==> src/rtl/led_pattern_game.sv <==
// LED pattern game: compares key_i against TARGET and drives FILL/SHIFT/BOUNCE/BLINK patterns on a divider tick.
// Optional macro LED_GAME_SPEED_EN adds speed_i, which scales the divider terminal count down by 2**speed_i.
module led_pattern_game #(
    parameter int               LED_W       = 16,
    parameter int               KEY_W       = 4,
    parameter logic [KEY_W-1:0] TARGET      = 4'b1010,
    parameter int               DIV_MAX     = 1_000_000,
    parameter int               MATCH_TICKS = 2
) (
    input  logic             clk,
    input  logic             rstn,
    input  logic [KEY_W-1:0] key_i,
    input  logic [1:0]       mode_i,
    input  logic             pause_i,
`ifdef LED_GAME_SPEED_EN
    input  logic [1:0]       speed_i,
`endif
    output logic [LED_W-1:0] led_o,
    output logic             match_o,
    output logic             tick_o
);
    localparam int DIV_W = $clog2(DIV_MAX + 1);
    localparam int POS_W = $clog2(LED_W + 1);
    localparam int MC_W  = $clog2(MATCH_TICKS + 1);

    localparam logic [DIV_W-1:0] DIV_TC   = DIV_W'(DIV_MAX);
    localparam logic [POS_W-1:0] POS_LAST = POS_W'(LED_W - 1);
    localparam logic [POS_W-1:0] POS_END  = POS_W'(LED_W);
    localparam logic [MC_W-1:0]  MC_LAST  = MC_W'(MATCH_TICKS - 1);
    localparam logic [LED_W-1:0] LED_TOP  = {1'b1, {(LED_W-1){1'b0}}};

    typedef enum logic {S_RUN, S_WIN} state_t;
    typedef enum logic [1:0] {M_FILL, M_SHIFT, M_BOUNCE, M_BLINK} mode_t;

    state_t           r_state;
    logic [DIV_W-1:0] r_div_cnt;
    logic [POS_W-1:0] r_pos;
    logic             r_dir_up;
    logic [MC_W-1:0]  r_match_cnt;
    logic [1:0]       r_mode_q;
    logic [LED_W-1:0] r_led;
    logic             r_match;

    logic [DIV_W-1:0] w_div_lim;
    logic             w_wrap;
    logic             w_tick;
    logic             w_raw_match;
    logic             w_mode_chg;
    logic [LED_W-1:0] w_onehot;
    logic [LED_W-1:0] w_step_led;
    logic [POS_W-1:0] w_step_pos;
    logic             w_step_dir_up;

`ifdef LED_GAME_SPEED_EN
    assign w_div_lim = DIV_TC >> speed_i;
`else
    assign w_div_lim = DIV_TC;
`endif

    // Compare with >= so a count left above a freshly lowered limit wraps on the next clock.
    assign w_wrap      = (r_div_cnt >= w_div_lim);
    assign w_tick      = w_wrap && !pause_i;
    assign tick_o      = w_tick;
    assign w_raw_match = (key_i == TARGET);
    assign w_mode_chg  = (mode_i != r_mode_q);
    assign w_onehot    = LED_TOP >> r_pos;
    assign led_o       = r_led;
    assign match_o     = r_match;

    always_ff @(posedge clk or negedge rstn) begin
        if (!rstn) begin
            r_div_cnt <= '0;
        end else if (!pause_i) begin
            // NOTE: sequential state always uses non-blocking assignment so every register samples pre-edge values.
            r_div_cnt <= w_wrap ? '0 : r_div_cnt + 1'b1;
        end
    end

    always_comb begin
        // NOTE: every output gets a default first, so no path through the case can infer a latch.
        w_step_led    = r_led;
        w_step_pos    = r_pos;
        w_step_dir_up = r_dir_up;
        case (mode_t'(r_mode_q))
            M_FILL: begin
                if (r_pos < POS_END) begin
                    w_step_led = r_led | w_onehot;
                    w_step_pos = r_pos + 1'b1;
                end else begin
                    w_step_led = '0;
                    w_step_pos = '0;
                end
            end
            M_SHIFT: begin
                w_step_led = w_onehot;
                w_step_pos = (r_pos >= POS_LAST) ? '0 : r_pos + 1'b1;
            end
            M_BOUNCE: begin
                w_step_led = w_onehot;
                if (!r_dir_up) begin
                    if (r_pos >= POS_LAST) begin
                        w_step_dir_up = 1'b1;
                        w_step_pos    = r_pos - 1'b1;
                    end else begin
                        w_step_pos = r_pos + 1'b1;
                    end
                end else if (r_pos == '0) begin
                    w_step_dir_up = 1'b0;
                    w_step_pos    = POS_W'(1);
                end else begin
                    w_step_pos = r_pos - 1'b1;
                end
            end
            default: begin
                w_step_led = (r_led == '0) ? '1 : '0;
            end
        endcase
    end

    always_ff @(posedge clk or negedge rstn) begin
        if (!rstn) begin
            r_state     <= S_RUN;
            r_pos       <= '0;
            r_dir_up    <= 1'b0;
            r_match_cnt <= '0;
            r_mode_q    <= '0;
            r_led       <= '0;
            r_match     <= 1'b0;
        end else begin
            r_mode_q <= mode_i;
            // NOTE: a later non-blocking assignment to r_match_cnt below overrides this clear only when the key matches.
            if (!w_raw_match) begin
                r_match_cnt <= '0;
            end
            case (r_state)
                S_RUN: begin
                    if (w_mode_chg) begin
                        r_pos    <= '0;
                        r_dir_up <= 1'b0;
                        r_led    <= '0;
                    end else if (w_tick) begin
                        if (w_raw_match && (r_match_cnt == MC_LAST)) begin
                            r_state     <= S_WIN;
                            r_led       <= LED_TOP;
                            r_match     <= 1'b1;
                            r_match_cnt <= '0;
                        end else begin
                            if (w_raw_match) begin
                                r_match_cnt <= r_match_cnt + 1'b1;
                            end
                            r_led    <= w_step_led;
                            r_pos    <= w_step_pos;
                            r_dir_up <= w_step_dir_up;
                        end
                    end
                end
                default: begin
                    if (w_tick && !w_raw_match) begin
                        r_state  <= S_RUN;
                        r_led    <= '0;
                        r_pos    <= '0;
                        r_dir_up <= 1'b0;
                        r_match  <= 1'b0;
                    end
                end
            endcase
        end
    end
endmodule

==> config.mk <==
export PLATFORM = sky130hd
export DESIGN_NAME = led_pattern_game
export DESIGN_NICKNAME = d
export VERILOG_FILES = /design/src/rtl/led_pattern_game.sv
export SDC_FILE = /design/constraint.sdc
export NUM_CORES = 1
export LEC_CHECK = 0
export CORE_AREA = 2 2 96 98
export CTS_CLUSTER_SIZE = 10
export DETAILED_ROUTE_END_ITERATION = 6
export DIE_AREA = 0 0 98 100
export MAX_ROUTING_LAYER = met4
export PLACE_DENSITY_LB_ADDON = 0.12
export RECOVER_POWER = 50
export SLEW_MARGIN = 20
export SYNTH_ARGS = -nofsm -noshare
export SYNTH_HDL_FRONTEND = slang
export SYNTH_SLANG_ARGS = --single-unit
==> constraint.sdc <==
create_clock -name clk -period 2.8 [get_ports clk]
set_input_delay 0.7 -clock clk [delete_from_list [all_inputs] [get_ports clk]]
set_output_delay 0.7 -clock clk [all_outputs]
set_load 0.03 [all_outputs]
After elaboration in Yosys (flattened, before gate mapping)
Index checks and enable logic that the tools add are counted.

Add/sub/neg operators: 4. Magnitude comparators: 3. Bitwise logic cells: 1. Shifts and indexed selects: 1. Multiplexer cells: 44. Equal/unequal tests: 8. Reduce and logical (&&, ||, !) cells: 18.

Operators with widths (number): 16-bit 2-to-1 mux (7); 5-bit 2-to-1 mux (10); 16-bit one-hot mux with 2 select lines (1); 20-bit by 1-bit adder with 20-bit output (second input constant) (1); 20-bit >= comparator (second input constant) (1); 20-bit 2-to-1 mux (1); 1-bit 2-to-1 mux (18); 16-bit logical NOT (1); 16-bit OR (1); 16-bit by 5-bit >> shifter with 16-bit output (first input constant) (1); 5-bit one-hot mux with 3 select lines (1); 2-bit 2-to-1 mux (6); 4-bit AND reduction (3); 3-bit nonzero test (2); 5-bit by 1-bit adder with 5-bit output (second input constant) (1); 5-bit by 4-bit >= comparator with 1-bit output (second input constant) (1); 5-bit logical NOT (1); 5-bit < comparator (second input constant) (1); 5-bit nonzero test (1); 5-bit by 1-bit subtractor with 5-bit output (second input constant) (1); 2-bit by 1-bit == test with 1-bit output (second input constant) (2); 4-bit == test (second input constant) (1); 2-bit nonzero test (2); 1-bit logical AND (3); other kinds (10) (11).

Output and inout port bits: 18. Bits of input ports: 9. Word-level logic and storage cells: 87. Register bits after elaboration: 48.

Longest topological paths before layout
Gate-level depths: netlist (run 1).

Depth after elaboration: 8. Gate-level depth with buffers: 8. Depth with buffers taken out: 8.

Worst setup path before layout (run 1)
OpenSTA, ideal clock, no wires.

Path kind: input to output. Start: in pause_i. End: out tick_o. Stages on the path: 3. Data arrival time: 1661 ps. Buffers on the path: 2. Path slack: 439 ps. Required time: 2100 ps. Cell sequence: a311oi_2 -> clkbuf_1 -> buf_2.

Longest elaborated chain between the ends: 2.

Ends and longest elaborated chain: from (decl) (line 14) `input logic pause_i,`; 1-bit logical NOT; 1-bit logical AND (line 62) `assign w_tick = w_wrap && !pause_i;`; to (decl) (line 20) `output logic tick_o`.

Every way passes these cells.

Worst setup path in the final report (run 1)
Same ends and word-level chain as after synthesis.

==> out/results.tsv, run 1 <==
metric	value	unit
Internal	0.00114	W
vias per std cell	5.34	
EDFF count, synth	0	
vias in the first global route	2518	
clk_skew	6.89	ps
maxcap violations	0	
slowest stage delay, CP	450	ps
core area	8890	um2
Initial Util	33.4	%
nets@finish	372	
Seq/Total Area, Yosys	40.4	%
RSZ-0062 raised after global routing	no	
Slowest cell on crit path	clkdlybuf4s50_1	
CTS tree	built	
Peak VDD IR	182	uV
Final Wtd Congestion	0.804	
HP Start	r_match_cnt[1]	
detailed-route wire length per cell	15.3	um
drt drc	0	
Tmin final	2610	ps
Reg clk slew, reported paths	90	ps
H-tree depth	2	
Post-Syn Instances	315	
# IOs	27	
period utilization	93.1	%
Overflow after GRT	0	
CTS root buf	clkbuf_8	
Routed WL	7060	um
DIE AREA	9800	um2
Max-slew headroom	17.7	%
Synth Register Bits	48	
Cell Chain, Critical Path	clkdlybuf4s50_1, buf_4, a311oi_2, clkbuf_1, buf_4	
Reg-to-Reg Start	r_div_cnt[6]	
Net Sw Frac	30.0	%
Leakage	1.44	nW
TritonCTS Sinks	48	
logic gate share of total power	19.0	%
f_max	384	MHz
Ys Warns	0	
WP data arrival	1910	ps
Synth cell types	57	
crit end category	primary output	
setup_tns	0	ps
synth top area cells	dfrtp_1 (40%), ha_1 (6.3%), nand2_1 (4.2%)	
largest net degree at the start of global routing	49	
Final Hold Fails	0	
critical path class	primary input to primary output	
area of the multi-input gates	1630	um2
ys async rst share	100	%
Placed Cells	452	
Antenna Cells	0	
pwr/cell area	468	nW/um2
number of port buffers	26	
Worst Hold Class	flop to flop	
Vias	2455	
ratio of cells with drive above 1 in the final layout	12.0	%
hold_buf cts	0	
first-pass iteration count of the detailed router	4	
worst slew pin tran	1230	ps
Final ANT Viol Nets	0	
Switching Power	0.000491	W
first-pass GRT wire length	12200	um
status	finished, final reports clean	
power share of the sequential group	50.4	%
Slew Viols, Final	0	
filler cell count	904	
Syn Area/Cell	9.43	um2
register area	1200	um2
Synth Flop Type	dfrtp_1	
Rows	35	
Startpoint Class	primary input	
clock buffer depth	2	
area leader, netlist	dfrtp_1	
worst-path fanout max	3	
Iter 0 DRT Violations	94	
Synth top area share	40.4	%
Die Height	100	um
cts bufs inserted	5	
total track usage	15.5	%
Final Non-Filler Cells	460	
HPWL Detailed	5110	um
overall die width	98	um
initial antenna violation count	0	
Worst Setup SP	pause_i	
hold_ws	508	ps
clk_lat worst skew	300	ps
area grow syn2layout	17.4	%
cell mode on critical path	buf_4	
CP required	2100	ps
Post-Syn Area	2970	um2
syn_nets	339	
Clk network pwr share	30.7	%
final setup vio count	0	
## repair_timing
item | in CTS | in global routing
gates resized for setup | 0 | 1
endpoints found under the setup margin | 0 | 8
buffers inserted | 0 | 0
hold endpoints to repair | 0 | 0
## per-stage QoR
stage          power, W  util, %  area (um2)  worst slack, ps
3_3_place_gp    0.00114     38.2        3400            -83.3
4_1_cts         0.00166     39.4        3510              146
3_5_place_dp    0.00115     38.2        3400             -148
6_report        0.00163     39.3        3490              193
5_1_grt         0.00172     39.3        3490             89.1
2_1_floorplan   0.00104        -        2970              439
## critical path: cells and delay by family
kind	cells	cell delay [ps]
AO/OA/AOI/OAI	1	210
buffers and inverters	4	980
## metal layers
layer  track usage [%]  wire length [um]  vias to the layer above
li1                  -                 -                     1227
met1              19.9              3270                     1186
met2              26.2              3560                       38
met3              2.23               187                        4
met4              3.63                36                        0
met5                 -                 0                        -
## cell usage after synthesis, types with 2 or more instances
| cell type | n |
|---|---|
| dfrtp_1 | 48 |
| nand2_1 | 33 |
| nor2_1 | 27 |
| a21oi_1 | 22 |
| inv_1 | 16 |
| o21ai_0 | 16 |
| ha_1 | 15 |
| clkbuf_1 | 11 |
| xor2_1 | 9 |
| nand4_1 | 8 |
| o2bb2ai_2 | 8 |
| a31oi_1 | 7 |
| xnor2_1 | 7 |
| a22o_1 | 6 |
| nor3_1 | 6 |
| o31ai_1 | 6 |
| nand3_1 | 5 |
| nor4_1 | 5 |
| or3_1 | 5 |
| nand2b_1 | 4 |
| buf_6 | 3 |
| o211ai_1 | 3 |
| o41ai_1 | 3 |
| a21o_1 | 2 |
| a32o_1 | 2 |
| and3_1 | 2 |
| buf_2 | 2 |
| nand4b_1 | 2 |
| o221ai_1 | 2 |
| o41ai_2 | 2 |
| or4_1 | 2 |
## cells by family after synthesis
| group | count (synthesis) | synth area share (%) |
|---|---|---|
| adder cells (fa/ha/maj) | 15 | 6.32 |
| AO/OA/AOI/OAI | 95 | 24.9 |
| AND/OR/NAND/NOR | 108 | 18.4 |
| buffers and inverters | 32 | 4.88 |
| XOR/XNOR | 16 | 4.72 |
| multiplexers | 1 | 0.379 |
| flip-flops | 48 | 40.4 |
## power groups by stage
stage	clock network (W)	registers, W	logic (W)
final	0.000501	0.000823	0.000310
after global routing	0.000546	0.000834	0.000346
after CTS	0.000520	0.000823	0.000314
after detailed placement	0	0.000836	0.000314
after global placement	0	0.000835	0.000309
after floorplan	0	0.000847	0.000191
## state kept, by name, summed over array words and instances (netlist names)
register     flops
r_div_cnt       20
led_o           16
r_pos            5
r_match_cnt      2
r_mode_q         2
match_o          1
r_dir_up         1
r_state          1
## layout by cell type (no fill, tap or decap), drive strengths merged, types with 6 or more instances in the layout
| cell type | n |
|---|---|
| clkdlybuf4s50 | 22 |
| xor2 | 9 |
| clkbuf | 11 |
| ha | 15 |
| nand4 | 8 |
| dfrtp | 48 |
| o21ai | 17 |
| a22o | 6 |
| nand2 | 33 |
| buf | 13 |
| a21oi | 22 |
| or3 | 6 |
| xnor2 | 7 |
| nor2 | 27 |
| a31oi | 7 |
| o31ai | 7 |
| inv | 16 |
| o2bb2ai | 9 |
| nor3 | 6 |
## layout make-up
cell class,count,area share (%)
multi-input cells,235,46.6
well taps,111,3.98
inverters,16,1.72
clock inverters,2,1.00
clock buffers,6,2.08
flip-flops and latches,48,34.4
repair buffers,42,10.2
## worst paths after layout
kind | endpoint | slack (ps) | cells after the start
setup / recovery | tick_o | 190 | 5
hold / removal | r_match_cnt[1] | 510 | 2
setup reg to reg | led_o[4] | 340 | 7
hold reg to reg | r_match_cnt[1] | 510 | 2
max in group asynchronous | led_o[13] | 1310 | 2
min in group asynchronous | led_o[8] | 710 | 2
(Power assumes the default switching activity.)
==> run 2: changes to the inputs <==
--- a/config.mk
+++ b/config.mk
@@ -12,6 +12,7 @@
 export MAX_ROUTING_LAYER = met4
 export PLACE_DENSITY_LB_ADDON = 0.12
 export RECOVER_POWER = 50
+export REMOVE_ABC_BUFFERS = 1
 export SLEW_MARGIN = 20
 export SYNTH_ARGS = -nofsm -noshare
 export SYNTH_HDL_FRONTEND = slang
==> run 2 against run 1 <==
  * Critical path depth rose by 1
  * Critical path type is now primary input to flop
  * Largest power group unchanged
  * Cell area decreased by 0.32%
  * Maximum frequency is 0.52% higher
  * Critical endpoint is now led_o[4]
  * Sequential power about the same
  * Core utilization shrank 0.13 points
==> out/results.tsv, run 2 (synthesized netlist as in run 1, its figures left out) <==
metric	value	unit
reg-to-reg setup timing slack	320	ps
Slowest cell on crit path	clkdlybuf4s50_1	
most frequent cells in the layout	dfrtp_1 (48), nand2_1 (33), nor2_1 (27), a21oi_1 (22), clkdlybuf4s50_1 (22)	
cts bufs inserted	5	
Internal	0.00106	W
Reg clk slew, reported paths	100	ps
area grow syn2layout	17.1	%
worst slew pin tran	1260	ps
detailed-route wire length per cell	15.2	um
register area	1200	um2
cells on worst reg2reg path	7	
Antenna Cells	0	
Slew Viols, Final	0	
Resize count post-CTS	0	
core area	8890	um2
Routed WL	7010	um
clock buffer depth	2	
Rows	35	
logic gate share of total power	19.9	%
nets@finish	373	
f_max	386	MHz
overall die width	98	um
H-tree depth	2	
Net Sw Frac	32.7	%
largest net degree at the start of global routing	49	
initial antenna violation count	0	
CTS root buf	clkbuf_8	
filler cell count	900	
WP data arrival	2830	ps
Reg-to-Reg Start	r_div_cnt[6]	
most common cell after layout, fill and taps aside	dfrtp_1	
TritonCTS Sinks	48	
period utilization	92.6	%
Cell Chain, Critical Path	clkdlybuf4s50_1, and4bb_2, a2111oi_0, o22ai_2, or2_1, o2bb2ai_2	
slowest stage delay, CP	460	ps
Clk network pwr share	27.6	%
vias per std cell	5.39	
area of the multi-input gates	1620	um2
# IOs	27	
DIE AREA	9800	um2
first-pass iteration count of the detailed router	4	
power share of the sequential group	52.5	%
largest register by flop count	r_div_cnt	
crit end category	flop	
worst-path fanout max	8	
Initial Util	33.4	%
clk_lat worst skew	310	ps
Switching Power	0.000513	W
setup_tns	0	ps
Worst Hold Depth	2	
hold_ws	501	ps
first-pass GRT wire length	12000	um
Startpoint Class	primary input	
total track usage	15.4	%
CP required	3040	ps
delay-heaviest family, CP	compound AO/OA/AOI/OAI gates	
Vias	2483	
status	finished, final reports clean	
Final ANT Viol Nets	0	
Worst Hold Class	flop to flop	
Peak VDD IR	208	uV
WP buf/inv	1	
max FFs per register	20	
critical path class	primary input to flop	
HPWL Detailed	4990	um
vias in the first global route	2399	
RSZ-0062 raised after global routing	no	
reg-to-reg critical path endpoint	led_o[4]	
Final Wtd Congestion	0.808	
Leakage	1.43	nW
Iter 0 DRT Violations	163	
CTS tree	built	
clk_skew	10.0	ps
Overflow after GRT	0	
ratio of cells with drive above 1 in the final layout	12.6	%
Tmin final	2590	ps
drt drc	0	
maxcap violations	0	
Max-slew headroom	16.2	%
Hold Path Sink	r_div_cnt[19]	
Post-CTS Setup Inserts	0	
number of port buffers	26	
Final Hold Fails	0	
final setup vio count	0	
Die Height	100	um
pwr/cell area	451	nW/um2
HP Start	r_div_cnt[19]	
hold_buf cts	0	
-- run 2: worst max-delay path by stage --
stage              from        to  slack [ps]  depth (start not counted)
3_3_place_gp   key_i[2]  led_o[2]         -90                          6
5_1_grt        key_i[0]  led_o[4]          40                          6
4_1_cts        key_i[2]  led_o[5]         180                          6
3_5_place_dp   key_i[2]  led_o[6]        -100                          6
2_1_floorplan   pause_i  led_o[0]        -340                          4
6_report       key_i[2]  led_o[4]         210                          6
-- run 2: metal layers --
layer / GRT usage (%) / vias up / share of wire [%]
met4: 3.74 / 0 / 0.86
met5: - / - / 0
met1: 21.6 / 1188 / 50
li1: - / 1224 / -
met2: 23.2 / 65 / 45
met3: 2.72 / 6 / 4.0
-- run 2: final cells by class --
cell class              instances  share of cell area [%]
multi-input cells             235                    46.5
repair buffers                 43                    10.5
flip-flops and latches         48                    34.5
inverters                      16                    1.73
clock buffers                   5                    1.98
well taps                     111                    3.99
clock inverters                 3                   0.683
-- run 2: power groups by stage --
| stage | clock network (W) | registers (W) | logic, W |
|---|---|---|---|
| after floorplan | 0 | 0.000847 | 0.000177 |
| after global placement | 0 | 0.000833 | 0.000314 |
| after detailed placement | 0 | 0.000835 | 0.000321 |
| after CTS | 0.000455 | 0.000823 | 0.000320 |
| after global routing | 0.000474 | 0.000833 | 0.000348 |
| final | 0.000433 | 0.000824 | 0.000312 |
-- run 2: metrics by stage --
stage / instance area [um2] / util (%) / setup WS (ps) / cells / total power, W
after detailed placement: 3420 / 38.5 / -99.8 / 453 / 0.00116
after CTS: 3510 / 39.5 / 184 / 461 / 0.00160
after floorplan: 2890 / - / -338 / 299 / 0.00102
after global routing: 3480 / 39.1 / 40.4 / 461 / 0.00166
final: 3480 / 39.1 / 207 / 461 / 0.00157
after global placement: 3420 / 38.5 / -87.3 / 453 / 0.00115
-- run 2: worst reg2reg max path: stages (launching register included) --
cell	delay (ps)
dfrtp_1	460
o311ai_0	430
clkbuf_1	190
a311oi_1	130
clkbuf_1	220
o22ai_2	360
or2_1	470
o2bb2ai_2	110
